$ cat src/rtl/instruction_encoder.sv
// RV32I/Zicsr instruction encoder: accepts an operation index plus fields,
// builds the 32-bit word and streams it out one byte per handshake.
module instruction_encoder #(
  parameter bit BIG_ENDIAN = 1'b0
) (
  input  logic        clock,
  input  logic        reset,
  input  logic        in_valid,
  output logic        in_ready,
  input  logic [5:0]  in_op,
  input  logic [4:0]  in_rd,
  input  logic [4:0]  in_rs1,
  input  logic [4:0]  in_rs2,
  input  logic [31:0] in_imm,
  output logic        out_valid,
  input  logic        out_ready,
  output logic [7:0]  out_byte,
  output logic        out_last,
  output logic [31:0] out_word,
  output logic        error,
  output logic [15:0] instr_count
);

  typedef enum logic {IDLE, SEND} state_t;

  localparam logic [6:0] OPC_LUI    = 7'b0110111;
  localparam logic [6:0] OPC_AUIPC  = 7'b0010111;
  localparam logic [6:0] OPC_JAL    = 7'b1101111;
  localparam logic [6:0] OPC_JALR   = 7'b1100111;
  localparam logic [6:0] OPC_BRANCH = 7'b1100011;
  localparam logic [6:0] OPC_LOAD   = 7'b0000011;
  localparam logic [6:0] OPC_STORE  = 7'b0100011;
  localparam logic [6:0] OPC_OPIMM  = 7'b0010011;
  localparam logic [6:0] OPC_OP     = 7'b0110011;
  localparam logic [6:0] OPC_FENCE  = 7'b0001111;
  localparam logic [6:0] OPC_SYSTEM = 7'b1110011;

  state_t      state_reg, state_next;
  logic [1:0]  idx_reg, idx_next;
  logic [31:0] word_reg, word_next;
  logic        error_reg, error_next;
  logic [15:0] count_reg, count_next;

  logic [2:0]  funct3;
  logic [6:0]  funct7;
  logic [31:0] enc_word;
  logic        op_ok;
  logic        needs_align;
  logic [7:0]  lane [4];

  always_comb begin
    funct3 = 3'b000;
    case (in_op)
      6'd5, 6'd11, 6'd16, 6'd24, 6'd29, 6'd38, 6'd41:        funct3 = 3'b001;
      6'd12, 6'd17, 6'd19, 6'd30, 6'd42:                      funct3 = 3'b010;
      6'd20, 6'd31, 6'd43:                                    funct3 = 3'b011;
      6'd6, 6'd13, 6'd21, 6'd32:                              funct3 = 3'b100;
      6'd7, 6'd14, 6'd25, 6'd26, 6'd33, 6'd34, 6'd44:         funct3 = 3'b101;
      6'd8, 6'd22, 6'd35, 6'd45:                              funct3 = 3'b110;
      6'd9, 6'd23, 6'd36, 6'd46:                              funct3 = 3'b111;
      default:                                                funct3 = 3'b000;
    endcase
    funct7 = (in_op inside {6'd26, 6'd28, 6'd34}) ? 7'b0100000 : 7'b0000000;
  end

  always_comb begin
    enc_word    = 32'h0;
    op_ok       = 1'b1;
    needs_align = 1'b0;
    if (in_op == 6'd0)
      enc_word = {in_imm[31:12], in_rd, OPC_LUI};
    else if (in_op == 6'd1)
      enc_word = {in_imm[31:12], in_rd, OPC_AUIPC};
    else if (in_op == 6'd2) begin
      enc_word    = {in_imm[20], in_imm[10:1], in_imm[11], in_imm[19:12], in_rd, OPC_JAL};
      needs_align = 1'b1;
    end else if (in_op == 6'd3)
      enc_word = {in_imm[11:0], in_rs1, 3'b000, in_rd, OPC_JALR};
    else if (in_op inside {[6'd4:6'd9]}) begin
      enc_word    = {in_imm[12], in_imm[10:5], in_rs2, in_rs1, funct3,
                     in_imm[4:1], in_imm[11], OPC_BRANCH};
      needs_align = 1'b1;
    end else if (in_op inside {[6'd10:6'd14]})
      enc_word = {in_imm[11:0], in_rs1, funct3, in_rd, OPC_LOAD};
    else if (in_op inside {[6'd15:6'd17]})
      enc_word = {in_imm[11:5], in_rs2, in_rs1, funct3, in_imm[4:0], OPC_STORE};
    else if (in_op inside {[6'd18:6'd23]})
      enc_word = {in_imm[11:0], in_rs1, funct3, in_rd, OPC_OPIMM};
    else if (in_op inside {[6'd24:6'd26]})
      enc_word = {funct7, in_imm[4:0], in_rs1, funct3, in_rd, OPC_OPIMM};
    else if (in_op inside {[6'd27:6'd36]})
      enc_word = {funct7, in_rs2, in_rs1, funct3, in_rd, OPC_OP};
    else if (in_op == 6'd37)
      enc_word = {4'b0000, in_imm[7:0], 5'd0, 3'b000, 5'd0, OPC_FENCE};
    else if (in_op == 6'd38)
      enc_word = {12'd0, 5'd0, 3'b001, 5'd0, OPC_FENCE};
    else if (in_op == 6'd39)
      enc_word = 32'h0000_0073;
    else if (in_op == 6'd40)
      enc_word = 32'h0010_0073;
    else if (in_op inside {[6'd41:6'd46]})
      // Immediate CSR forms carry uimm in the rs1 slot.
      enc_word = {in_imm[11:0], in_rs1, funct3, in_rd, OPC_SYSTEM};
    else if (in_op == 6'd47)
      enc_word = 32'h0000_0013;
    else
      op_ok = 1'b0;
  end

  // Lane gi is the byte presented when the index equals gi.
  generate
    for (genvar gi = 0; gi < 4; gi++) begin : g_lane
      localparam int SRC = BIG_ENDIAN ? (3 - gi) : gi;
      assign lane[gi] = word_reg[8*SRC +: 8];
    end
  endgenerate

  always_comb begin
    state_next = state_reg;
    idx_next   = idx_reg;
    word_next  = word_reg;
    error_next = 1'b0;
    count_next = count_reg;
    case (state_reg)
      IDLE: begin
        if (in_valid) begin
          if (!op_ok || (needs_align && in_imm[0])) begin
            error_next = 1'b1;
          end else begin
            word_next  = enc_word;
            idx_next   = 2'd0;
            state_next = SEND;
          end
        end
      end
      SEND: begin
        if (out_ready) begin
          idx_next = idx_reg + 2'd1;
          if (idx_reg == 2'd3) begin
            state_next = IDLE;
            count_next = count_reg + 16'd1;
          end
        end
      end
      default: state_next = IDLE;
    endcase
  end

  always_ff @(posedge clock) begin
    if (reset) begin
      state_reg <= IDLE;
      idx_reg   <= 2'd0;
      word_reg  <= 32'h0;
      error_reg <= 1'b0;
      count_reg <= 16'h0;
    end else begin
      state_reg <= state_next;
      idx_reg   <= idx_next;
      word_reg  <= word_next;
      error_reg <= error_next;
      count_reg <= count_next;
    end
  end

  assign in_ready    = (state_reg == IDLE) && !reset;
  assign out_valid   = (state_reg == SEND);
  assign out_byte    = (state_reg == SEND) ? lane[idx_reg] : 8'h00;
  assign out_last    = (state_reg == SEND) && (idx_reg == 2'd3);
  assign out_word    = word_reg;
  assign error       = error_reg;
  assign instr_count = count_reg;

endmodule

$ cat config.mk
export PLATFORM = sky130hd
export DESIGN_NAME = instruction_encoder
export DESIGN_NICKNAME = d
export VERILOG_FILES = /design/src/rtl/instruction_encoder.sv
export SDC_FILE = /design/constraint.sdc
export NUM_CORES = 1
export LEC_CHECK = 0
export CORE_UTILIZATION = 40
export DETAILED_ROUTE_END_ITERATION = 10
export PLACE_DENSITY = 0.71
export SLEW_MARGIN = 25
export SYNTH_ARGS = -nofsm -noshare
export SYNTH_HDL_FRONTEND = slang
export SYNTH_SLANG_ARGS = --single-unit
$ cat constraint.sdc
create_clock -name clock -period 8.79 [get_ports clock]
set_input_delay 2.637 -clock clock [delete_from_list [all_inputs] [get_ports clock]]
set_output_delay 2.637 -clock clock [all_outputs]
set_load 0.01 [all_outputs]
* After elaboration in Yosys (flattened, before gate mapping)
Memory sizes are Yosys's and may differ from the RTL's.
Index checks and enable logic that the tools add are counted.
** Storage, ports and cells
- Bits in registers :: 52
- Latch bits :: 0
- RAM bits :: 0
- ROM bits :: 192
- Input port bits :: 57
- Output and inout port bits :: 60
- Logic and storage cells :: 113
- Memories :: 1
** Memories
- (name not given) :: words 64, bits a word 3, read ports 1, clocked after Yosys merged registers in 0, write ports 0, line 53 : case (in_op)
** Operators by class
- $add $sub $neg :: 2
- $mul :: 0
- Div/mod/pow operators :: 0
- Order comparisons :: 15
- Equal/unequal tests :: 15
- Shifts and indexed selects :: 0
- Multiplexer cells :: 52
- Bitwise operators :: 4
- Reductions and logical operators :: 19
** Operators with widths (number)
- 2-to-1 mux 32 bit :: 15
- == test 6 bit, second input constant :: 6
- 2-to-1 mux 1 bit :: 26
- 2-to-1 mux 8 bit :: 3
- >= comparator 6 x 5 -> 1 bit, second input constant :: 3
- <= comparator 6 x 5 -> 1 bit, second input constant :: 3
- adder 16 x 1 -> 16 bit, second input constant :: 1
- binary-select mux 8 bit (select 2 bit) :: 1
- == test 6 x 2 -> 1 bit, second input constant :: 2
- == test 6 x 5 -> 1 bit, second input constant :: 2
- >= comparator 6 x 4 -> 1 bit, second input constant :: 2
- <= comparator 6 x 4 -> 1 bit, second input constant :: 2
- <= comparator 6 bit, second input constant :: 2
- logical AND 1 bit :: 10
- AND reduction 3 bit :: 3
- == test 6 x 1 -> 1 bit, second input constant :: 1
- >= comparator 6 x 3 -> 1 bit, second input constant :: 1
- >= comparator 6 bit, second input constant :: 1
- logical NOT 6 bit :: 1
- 2-to-1 mux 2 bit :: 3
- 2-to-1 mux 6 bit :: 1
- != test 2 bit, second input constant :: 3
- 2-to-1 mux 5 bit :: 1
- case mux 2 bit (2 select lines) :: 1
- other kinds (10) :: 13

* Logic depth before layout (Yosys ltp)
- Depth in word-level cells :: 22
- Gate-level depth with buffers :: 11

* Least setup slack after synthesis
Ideal clock, no wire load.
- Kind :: input to output
- Start :: in reset
- End :: out in_ready
- Arrival time :: 2.958 ns
- Required time :: 6.153 ns
- Path slack :: 3.195 ns
- Cell stages on the path :: 2
- Path buffers :: 1
- Cells stage by stage :: clkbuf_1 > nor2_1
** Between the ends
- Word-level cells in the longest chain between the ends :: 2
** RTL lines
- start, declared :: line 7 : input logic reset,
- logical NOT 1 bit :: line 165 : assign in_ready = (state_reg == IDLE) && !reset;
- logical AND 1 bit :: line 165
- end, declared :: line 9 : output logic in_ready,
Every way passes these cells.

* Worst setup path in the final report
Ends and elaborated chain as after synthesis.

==> results.txt <==
Status: finished clean
Most frequent cells in the layout: 114 x clkdlybuf4s50_1, 65 x nor2_1, 51 x dfxtp_1, 26 x nand2_1, 24 x a21oi_1
Critical Path Fanout Max: 52
Synthesized net count: 499
Routed wire length: 11,370 µm
# H-tree levels: 2
Final TNS setup: 0 ns
Maximum VDD drop: 0.05300 mV
Std cell rows: 34
Rel. slew slack: 33.54%
IO Port Bufs: 116
Residual DRC: 0
Worst Tran Pin Value: 0.9970 ns
Die H: 96.54 µm
Commonest non-fill, non-tap cell in the layout: clkdlybuf4s50_1
Post-synthesis cell area: 3575 µm²
HP Class: reg -> reg
Hold Violations, Final: 0
Tcrit/Tclk final: 75.49%
CTS buffer count: 5
Global route overflow: 0
Post-CTS resize count: 0
Async S/R FF share, synth: 0%
Required time at the worst-slack endpoint: 6.15 ns
First-pass GRT wire length: 17,530 µm
First-pass iteration count of the detailed router: 5
Initial Utilization: 41.19%
Syn Area/Cell: 8.256 µm²
Initial antenna violation count: 0
Skew final: 0.002611 ns
Clock transition at the registers of the reported paths: 0.09 ns
Max Freq: 0.1507 GHz
IO Pins: 117
R2R Path Start: idx_reg[0]
Setup crit end kind: primary output
# setup viols final: 0
CTS Sinks: 51
Hold Crit Start: out_word[6]
Synthesis-to-layout area growth: 33.99%
YS warnings: 0
Largest net degree at the start of global routing: 53
DR WL/cell: 17.99 µm
Final Wtd Congestion: 0.9528
Type of origin of the critical path: input port
Final Slew Violations: 0
Top Layer Used: met4
Max cap viols: 0
Sequential area share after synthesis: 28.56%
Pleak: 0.001701 µW
Placement Setup Slack: 2.134 ns
DP HPWL: 8480 µm
Unrepaired setup endpoints after global routing: false
Synth unique cells: 71
Post-Syn Instances: 433
Clk_lat worst skew: 0.31 ns
Power density cells: 129.4 nW/µm²
Placeable Area: 8678 µm²
Number of nets in the layout: 590
Max FFs per register: 31
Number of flops mapped to enable cells by yosys: 0
Layout cells sized above 1: 8.015%
Seq cells post-synth: 51
Diode count: 0
Setup ws final: 2.154 ns
Post-CTS Setup Inserts: 0
CTS Hold Bufs: 0
DRT antenna net count: 0
Reg area: 1021 µm²
WL met2: 5375 µm
DRT iter0 DRCs: 184
WS Path Type: in -> out
Fin crit period: 6.636 ns
Wl on met1: 4945 µm
# fillers: 837
Die area: 9319 µm²
GRT Total Usage: 24.53%
Longest Clk Path Bufs: 2
Critical path arrival: 4.00 ns
Die X: 96.54 µm
DR vias/cell: 5.910
Clk root buf: clkbuf_8
Vias in the first global route: 3,433
CTS tree: yes
Met3 wire len: 820 µm
Crit. Startpoint: reset
Vias: 3,735
Synth Flop Type: dfxtp_1
Multi-input gate area: 2335 µm²
[cells in the mapped netlist, drive strengths merged, types with 7 or more instances]
master,count,area [µm²]
inv,8,30.03
clkbuf,16,60.06
nand3b,7,52.55
nand2,26,97.59
o21ai,20,100.1
a21oi,25,128.9
mux4,11,247.7
ha,9,112.6
nand2b,7,43.79
buf,18,128.9
and2,11,68.82
and3,8,55.05
dfxtp,51,1021
nor2,66,250.2
xor2,9,78.83
a221oi,15,131.4
nand3,15,75.07
nor3,23,115.1
[per-stage QoR]
stage	hold WS [ns]	utilization, %	cells	power, µW	instance area, µm²
2_1_floorplan	0.4853	-	433	377.8	3575
3_3_place_gp	0.4563	54.07	625	458.0	4692
3_5_place_dp	0.4650	54.07	625	460.4	4692
4_1_cts	0.4755	55.25	632	621.7	4795
5_1_grt	0.5011	55.19	632	650.2	4790
6_report	0.4714	55.19	632	619.5	4790
[final cells by class]
type	instances	area share, %
inverter	8	0.6270
clock inverter	1	0.6270
tap	108	2.821
clock buffer	6	1.515
sequential	51	21.32
timing repair buffer	118	24.35
multi-input combinational	340	48.75
[routing by layer]
layer	vias to the layer above	GRT usage [%]
li1	1786	-
met1	1786	33.13
met2	145	40.26
met3	18	3.286
met4	0	8.088
met5	-	0
[kinds of logic after synthesis]
family          share of synthesized area (%)
compound gates                          23.66
xor+xnor                                3.430
fa+ha+maj                               3.150
buf+inv                                 6.125
flops                                   28.56
mux                                     8.051
simple gates                            27.02
[critical path, cell delays in order]
cell             delay [ns]
buf_2                  0.74
nor2_1                 0.10
clkdlybuf4s50_1        0.52
[final timing paths]
check	endpoint	slack, ns	depth (start not counted)
worst max register to register	instr_count[13]	6.27	8
worst min-delay path	out_word[6]	0.47	2
worst max-delay path	in_ready	2.15	3
worst min register to register	out_word[6]	0.47	2
[power by group]
part / switching, µW / internal, µW / total (µW)
Sequential: 17.6 / 247 / 264
Combinational: 94.0 / 97.7 / 192
Clock: 80.0 / 83.6 / 164
(Power assumes the default switching activity.)
